--- src/rtl/hit_result_join_pkg.sv ---
// Shared types and constants for the hit-point / normal join path.
package hit_pkg;

    localparam int FLOAT_SIZE = 32;
    localparam logic [FLOAT_SIZE-1:0] FLOAT_ONE = 32'h3F800000;

    // Element 0 is x, element 2 is z, so {z,y,x} concatenation maps directly.
    typedef logic [2:0][FLOAT_SIZE-1:0] vec3_t;

    typedef struct packed {
        vec3_t normal;
        vec3_t point;
        logic  invalid;
    } hit_rec_t;

    function automatic vec3_t mk_vec3(input logic [FLOAT_SIZE-1:0] x,
                                      input logic [FLOAT_SIZE-1:0] y,
                                      input logic [FLOAT_SIZE-1:0] z);
        return {z, y, x};
    endfunction

endpackage

--- src/rtl/hit_result_join_fifo.sv ---
// Small AXI-Stream synchronous FIFO with first-word fall-through.
// An empty FIFO presents the incoming beat directly at its head, so a beat
// accepted in a cycle can also be consumed in that same cycle without being
// stored. A full FIFO never accepts, even if its head is popped that cycle.
module axis_sync_fifo
    import hit_pkg::*;
#(
    parameter int WIDTH = 96,
    parameter int DEPTH = 4
) (
    input  logic             aclk,
    input  logic             areset,
    input  logic [WIDTH-1:0] s_tdata,
    input  logic             s_tvalid,
    output logic             s_tready,
    output logic [WIDTH-1:0] m_tdata,
    output logic             m_tvalid,
    input  logic             m_tready
);

    localparam int AW = $clog2(DEPTH);

    logic [WIDTH-1:0] mem [DEPTH];
    logic [AW-1:0]    wr_ptr;
    logic [AW-1:0]    rd_ptr;
    logic [AW:0]      count;

    logic empty;
    logic full;
    logic push;
    logic pop;
    logic store;
    logic take;

    assign empty = (count == '0);
    assign full  = (count == (AW+1)'(DEPTH));

    // Ready is purely a function of occupancy and reset; no look-ahead on pops.
    assign s_tready = !areset && !full;
    assign push     = s_tvalid && s_tready;

    assign m_tvalid = !empty || push;
    assign m_tdata  = empty ? s_tdata : mem[rd_ptr];
    assign pop      = m_tvalid && m_tready;

    // A beat that bypasses an empty FIFO is never written to storage.
    assign store = push && !(empty && pop);
    assign take  = pop && !empty;

    // Storage write; contents need no reset since occupancy gates visibility.
    always_ff @(posedge aclk) begin
        if (store) begin
            mem[wr_ptr] <= s_tdata;
        end
    end

    // Pointer and occupancy bookkeeping.
    always_ff @(posedge aclk) begin
        if (areset) begin
            wr_ptr <= '0;
            rd_ptr <= '0;
            count  <= '0;
        end else begin
            if (store) begin
                wr_ptr <= wr_ptr + AW'(1);
            end
            if (take) begin
                rd_ptr <= rd_ptr + AW'(1);
            end
            case ({store, take})
                2'b10:   count <= count + (AW+1)'(1);
                2'b01:   count <= count - (AW+1)'(1);
                default: count <= count;
            endcase
        end
    end

endmodule

--- src/rtl/hit_result_join.sv ---
// Joins the hit-point and normal streams head to head, optionally drops
// records flagged as invalid-cylinder hits, and registers the result.
module hit_result_join
    import hit_pkg::*;
#(
    parameter int SIZE         = FLOAT_SIZE,
    parameter int DEPTH        = 4,
    parameter int DROP_INVALID = 1,
    parameter int CNT_W        = 16
) (
    input  logic              aclk,
    input  logic              areset,
    input  logic [3*SIZE-1:0] hit_point_axis_tdata,
    input  logic              hit_point_axis_tvalid,
    output logic              hit_point_axis_tready,
    input  logic              invalid_cylinder_hit,
    input  logic [3*SIZE-1:0] normal_axis_tdata,
    input  logic              normal_axis_tvalid,
    output logic              normal_axis_tready,
    output logic [6*SIZE-1:0] hit_axis_tdata,
    output logic              hit_axis_invalid,
    output logic              hit_axis_tvalid,
    input  logic              hit_axis_tready,
    output logic [CNT_W-1:0]  record_count,
    output logic [CNT_W-1:0]  drop_count
);

    localparam int PW = 3*SIZE + 1;
    localparam int NW = 3*SIZE;

    logic [PW-1:0] pt_head;
    logic          pt_vld;
    logic [NW-1:0] nm_head;
    logic          nm_vld;

    logic join_go;
    logic drop_go;
    logic load_go;

    logic [6*SIZE-1:0] out_data;
    logic              out_inv;
    logic              out_vld;

    // Invalid flag rides in the top bit of the point FIFO word.
    axis_sync_fifo #(.WIDTH(PW), .DEPTH(DEPTH)) u_pt_fifo (
        .aclk     (aclk),
        .areset   (areset),
        .s_tdata  ({invalid_cylinder_hit, hit_point_axis_tdata}),
        .s_tvalid (hit_point_axis_tvalid),
        .s_tready (hit_point_axis_tready),
        .m_tdata  (pt_head),
        .m_tvalid (pt_vld),
        .m_tready (join_go)
    );

    axis_sync_fifo #(.WIDTH(NW), .DEPTH(DEPTH)) u_nm_fifo (
        .aclk     (aclk),
        .areset   (areset),
        .s_tdata  (normal_axis_tdata),
        .s_tvalid (normal_axis_tvalid),
        .s_tready (normal_axis_tready),
        .m_tdata  (nm_head),
        .m_tvalid (nm_vld),
        .m_tready (join_go)
    );

    // Both heads pop together whenever the output slot is free or draining.
    assign join_go = pt_vld && nm_vld && (!out_vld || hit_axis_tready);
    assign drop_go = join_go && pt_head[PW-1] && (DROP_INVALID != 0);
    assign load_go = join_go && !drop_go;

    // Output register: reload on join, otherwise empty on handshake.
    always_ff @(posedge aclk) begin
        if (areset) begin
            out_vld  <= 1'b0;
            out_data <= '0;
            out_inv  <= 1'b0;
        end else if (load_go) begin
            out_vld  <= 1'b1;
            out_data <= {nm_head, pt_head[NW-1:0]};
            out_inv  <= pt_head[PW-1];
        end else if (hit_axis_tready) begin
            out_vld  <= 1'b0;
        end
    end

    // Emitted and discarded record counters, wrapping silently.
    always_ff @(posedge aclk) begin
        if (areset) begin
            record_count <= '0;
            drop_count   <= '0;
        end else begin
            if (out_vld && hit_axis_tready) begin
                record_count <= record_count + CNT_W'(1);
            end
            if (drop_go) begin
                drop_count <= drop_count + CNT_W'(1);
            end
        end
    end

    assign hit_axis_tdata   = out_data;
    assign hit_axis_invalid = out_inv;
    assign hit_axis_tvalid  = out_vld;

endmodule
--- config.mk ---
export PLATFORM = sky130hd
export DESIGN_NAME = hit_result_join
export DESIGN_NICKNAME = d
export VERILOG_FILES = /design/src/rtl/hit_result_join_pkg.sv /design/src/rtl/hit_result_join_fifo.sv /design/src/rtl/hit_result_join.sv
export SDC_FILE = /design/constraint.sdc
export NUM_CORES = 1
export LEC_CHECK = 0
export BUFFER_PORTS_ARGS = -buffer_cell sky130_fd_sc_hd__buf_2
export CAP_MARGIN = 20
export CELL_PAD_IN_SITES_DETAIL_PLACEMENT = 0
export CELL_PAD_IN_SITES_GLOBAL_PLACEMENT = 1
export CORE_ASPECT_RATIO = 0.7
export CORE_MARGIN = 10
export CORE_UTILIZATION = 49
export CTS_CLUSTER_DIAMETER = 150
export DETAILED_ROUTE_END_ITERATION = 10
export PLACE_DENSITY = 0.88
export SYNTH_ARGS = -nofsm -noshare
export SYNTH_HDL_FRONTEND = slang
export SYNTH_SLANG_ARGS = --single-unit
export TNS_END_PERCENT = 10
--- constraint.sdc ---
create_clock -name aclk -period 4.6 [get_ports aclk]
set_input_delay 0.46 -clock aclk [delete_from_list [all_inputs] [get_ports aclk]]
set_output_delay 0.46 -clock aclk [all_outputs]
set_load 0.005 [all_outputs]
==> flow_metrics.env <==
export IMPL_swShare_pct=30.5
export IMPL_gp_congestion=0.790
export IMPL_holdCritStartpoint="normal_axis_tdata[13]"
export IMPL_area_growth_syn_to_layout_pct=16.8
export IMPL_ir_worst_vdd_uv=396
export IMPL_p_int_uw=18100
export IMPL_synth_warnings=0
export IMPL_setup_violations_final=0
export IMPL_cts_buffers=93
export IMPL_pwr_share_seq_pct=44.6
export IMPL_combPwrFrac_pct=25.1
export IMPL_required_ps=4920
export IMPL_finalWirelength_um=93200
export IMPL_fmax_mhz=314
export IMPL_status="complete, no violations"
export IMPL_period_needed_ps=3180
export IMPL_coreArea_um2=77400
export IMPL_vias=22600
export IMPL_slew_violations=0
export IMPL_grt_max_degree=86
export IMPL_start_kind="flip-flop"
export IMPL_rsz0062_at_grt="false"
export IMPL_path_max_fanout=43
export IMPL_via_per_inst=5.77
export IMPL_layout_drive_gt1_share_pct=29.6
export IMPL_yosysSeqAreaShare_pct=72.8
export IMPL_ys_flop_type="edfxtp_1"
export IMPL_hold_viol=0
export IMPL_drc=0
export IMPL_synth_edf_count=772
export IMPL_cellPowerDensity_nw_per_um2=578
export IMPL_critical_path_class="flip-flop to flip-flop"
export IMPL_num_rows=85
export IMPL_p_clk_share_pct=30.2
export IMPL_synth_cell_types=44
export IMPL_layout_common_cells="772 x edfxtp_1, 424 x buf_2, 395 x nand2_1"
export IMPL_die_h_um=255
export IMPL_clockRootBuffer="clkbuf_16"
export IMPL_layout_commonest_cell="edfxtp_1"
export IMPL_hpwl_um=58900
export IMPL_finalClockSkew_ps=27.7
export IMPL_die_w_um=355
export IMPL_maxSlewHeadroom_pct=31.5
export IMPL_syn_nets=2574
export IMPL_syn_inst=2362
export IMPL_cts_resized_gates=0
export IMPL_period_share_pct=69.2
export IMPL_nets=2986
export IMPL_p_leak_uw=0.0154
export IMPL_fin_util_pct=58.2
export IMPL_grt_pass1_vias=22900
export IMPL_synth_seq_cells=1016
export IMPL_reg2reg_from="hit_axis_tvalid$_SDFFE_PP0P_"
export IMPL_postRouteAntennaNets=0
export IMPL_grt_total_usage_pct=20.0
export IMPL_p_switching_uw=7950
export IMPL_syn_cell_area_um2=38600
export IMPL_portBuffers=425
export IMPL_htreeDepth=3
export IMPL_grt_pass1_wl_um=141000
export IMPL_initial_core_util_pct=49.8
export IMPL_syn_area_per_cell_um2=16.3
export IMPL_hold_class="input port to flip-flop"
export IMPL_drt_first_pass_iters=6
export IMPL_crit_path_start="hit_axis_tvalid$_SDFFE_PP0P_"
export IMPL_clock_sinks=1016
export IMPL_gr_total_overflow=0
export IMPL_async_flop_share_pct=0
export IMPL_ios=426
export IMPL_wl_per_cell_um=23.8
export IMPL_clk_latency_ps=640
export IMPL_cp_data_arrival_time_ps=3500
export IMPL_drtIter0Drc=2129
export IMPL_worst_pin_slew_ps=1030
export IMPL_cts_buffer_depth=3
export IMPL_antenna_found_initial=12
export IMPL_final_setup_tns_ps=0
export IMPL_cp_end_kind="flip-flop"
export IMPL_cts_tree="built"
export IMPL_dieArea_um2=90500
export IMPL_cap_violations=0
export IMPL_clkSlewWorstSetupHoldPaths_ps=70
## what timing repair did
action / CTS / global route
hold endpoints to repair: 8 / 0
setup buffers: 0 / 0
hold buffers: 3 / 0
## cells by family after synthesis
family / after synthesis / share of synthesized area [%]
AO/OA/AOI/OAI: 219 / 4.99
XOR/XNOR: 36 / 0.818
adder cells (fa/ha/maj): 14 / 0.493
buffers and inverters: 173 / 2.21
flip-flops: 1016 / 72.8
multiplexers: 195 / 11.3
AND/OR/NAND/NOR: 709 / 7.36
## state kept, by name (all words and copies together) (netlist names), named ones only
register          cells
hit_axis_tvalid       1
u_pt_fifo.mem       388
record_count         16
hit_axis_invalid      1
u_nm_fifo.wr_ptr      2
u_pt_fifo.rd_ptr      2
u_pt_fifo.count       3
u_nm_fifo.count       3
drop_count           16
u_nm_fifo.rd_ptr      2
u_pt_fifo.wr_ptr      2
u_nm_fifo.mem       384
hit_axis_tdata      192
## power by group through the flow
stage,clock network [uW],logic (uW),registers (uW)
finish,7880,6540,11600
global route,8390,7200,11700
CTS,8020,6630,11600
detailed placement,0,6600,11800
global placement,0,6400,11800
floorplan,0,4470,11600
## per-stage QoR
| step | cells | hold WS, ps | setup slack, ps | power [uW] | instance area (um2) |
|---|---|---|---|---|---|
| final | 3911 | 54.6 | 1420 | 26000 | 45000 |
| after global routing | 3909 | 17.4 | 1210 | 27300 | 45000 |
| after CTS | 3898 | 3.00 | 1430 | 26300 | 45000 |
| after detailed placement | 3720 | 471 | 1160 | 18400 | 41800 |
| after global placement | 3719 | 459 | 1160 | 18200 | 41800 |
| after floorplan | 2362 | 474 | 542 | 16100 | 38600 |
## worst max-delay path, cell delays in order, from the launching register on
cell	delay, ps
dfxtp_1	410
nor2b_1	450
a21oi_1	190
o21ai_0	620
and3_4	810
buf_4	370
## layer usage
metal  track usage (%)  share of wire, %
met3              3.63               7.2
met5                 0             0.014
met2              33.2                51
met4              6.92               2.7
met1              26.6                39
## cell type report
type	instances	area, um2
tap	1044	1310
sequential	1016	28100
multi-input combinational	1173	9680
fill	5871	32400
inverter	13	48.8
timing repair buffer	477	2740
clock inverter	53	558
clock buffer	122	2590
antenna	13	32.5
## synthesized netlist by cell type (17+ instances only)
library cell    n  area share, %
xnor2_1        18           0.41
a311oi_1      181            4.1
nand2_1       395            3.8
clkbuf_1       85           0.83
mux4_2        193             11
xor2_1         18           0.41
buf_2          45           0.58
nor2_1        244            2.4
buf_6          17           0.50
edfxtp_1      772             60
nand3_1        19           0.25
dfxtp_1       244             13
## final timing paths
check                                        end  slack [ps]  depth (start not counted)
hold / removal    u_nm_fifo.mem[3][13]$_DFFE_PP_          50                          1
setup reg to reg  u_pt_fifo.mem[1][39]$_DFFE_PP_        1420                          5
setup / recovery  u_pt_fifo.mem[1][39]$_DFFE_PP_        1420                          5
hold reg to reg    hit_axis_invalid$_SDFFE_PP0P_         490                          1
Power figures use the tool's default switching activity.
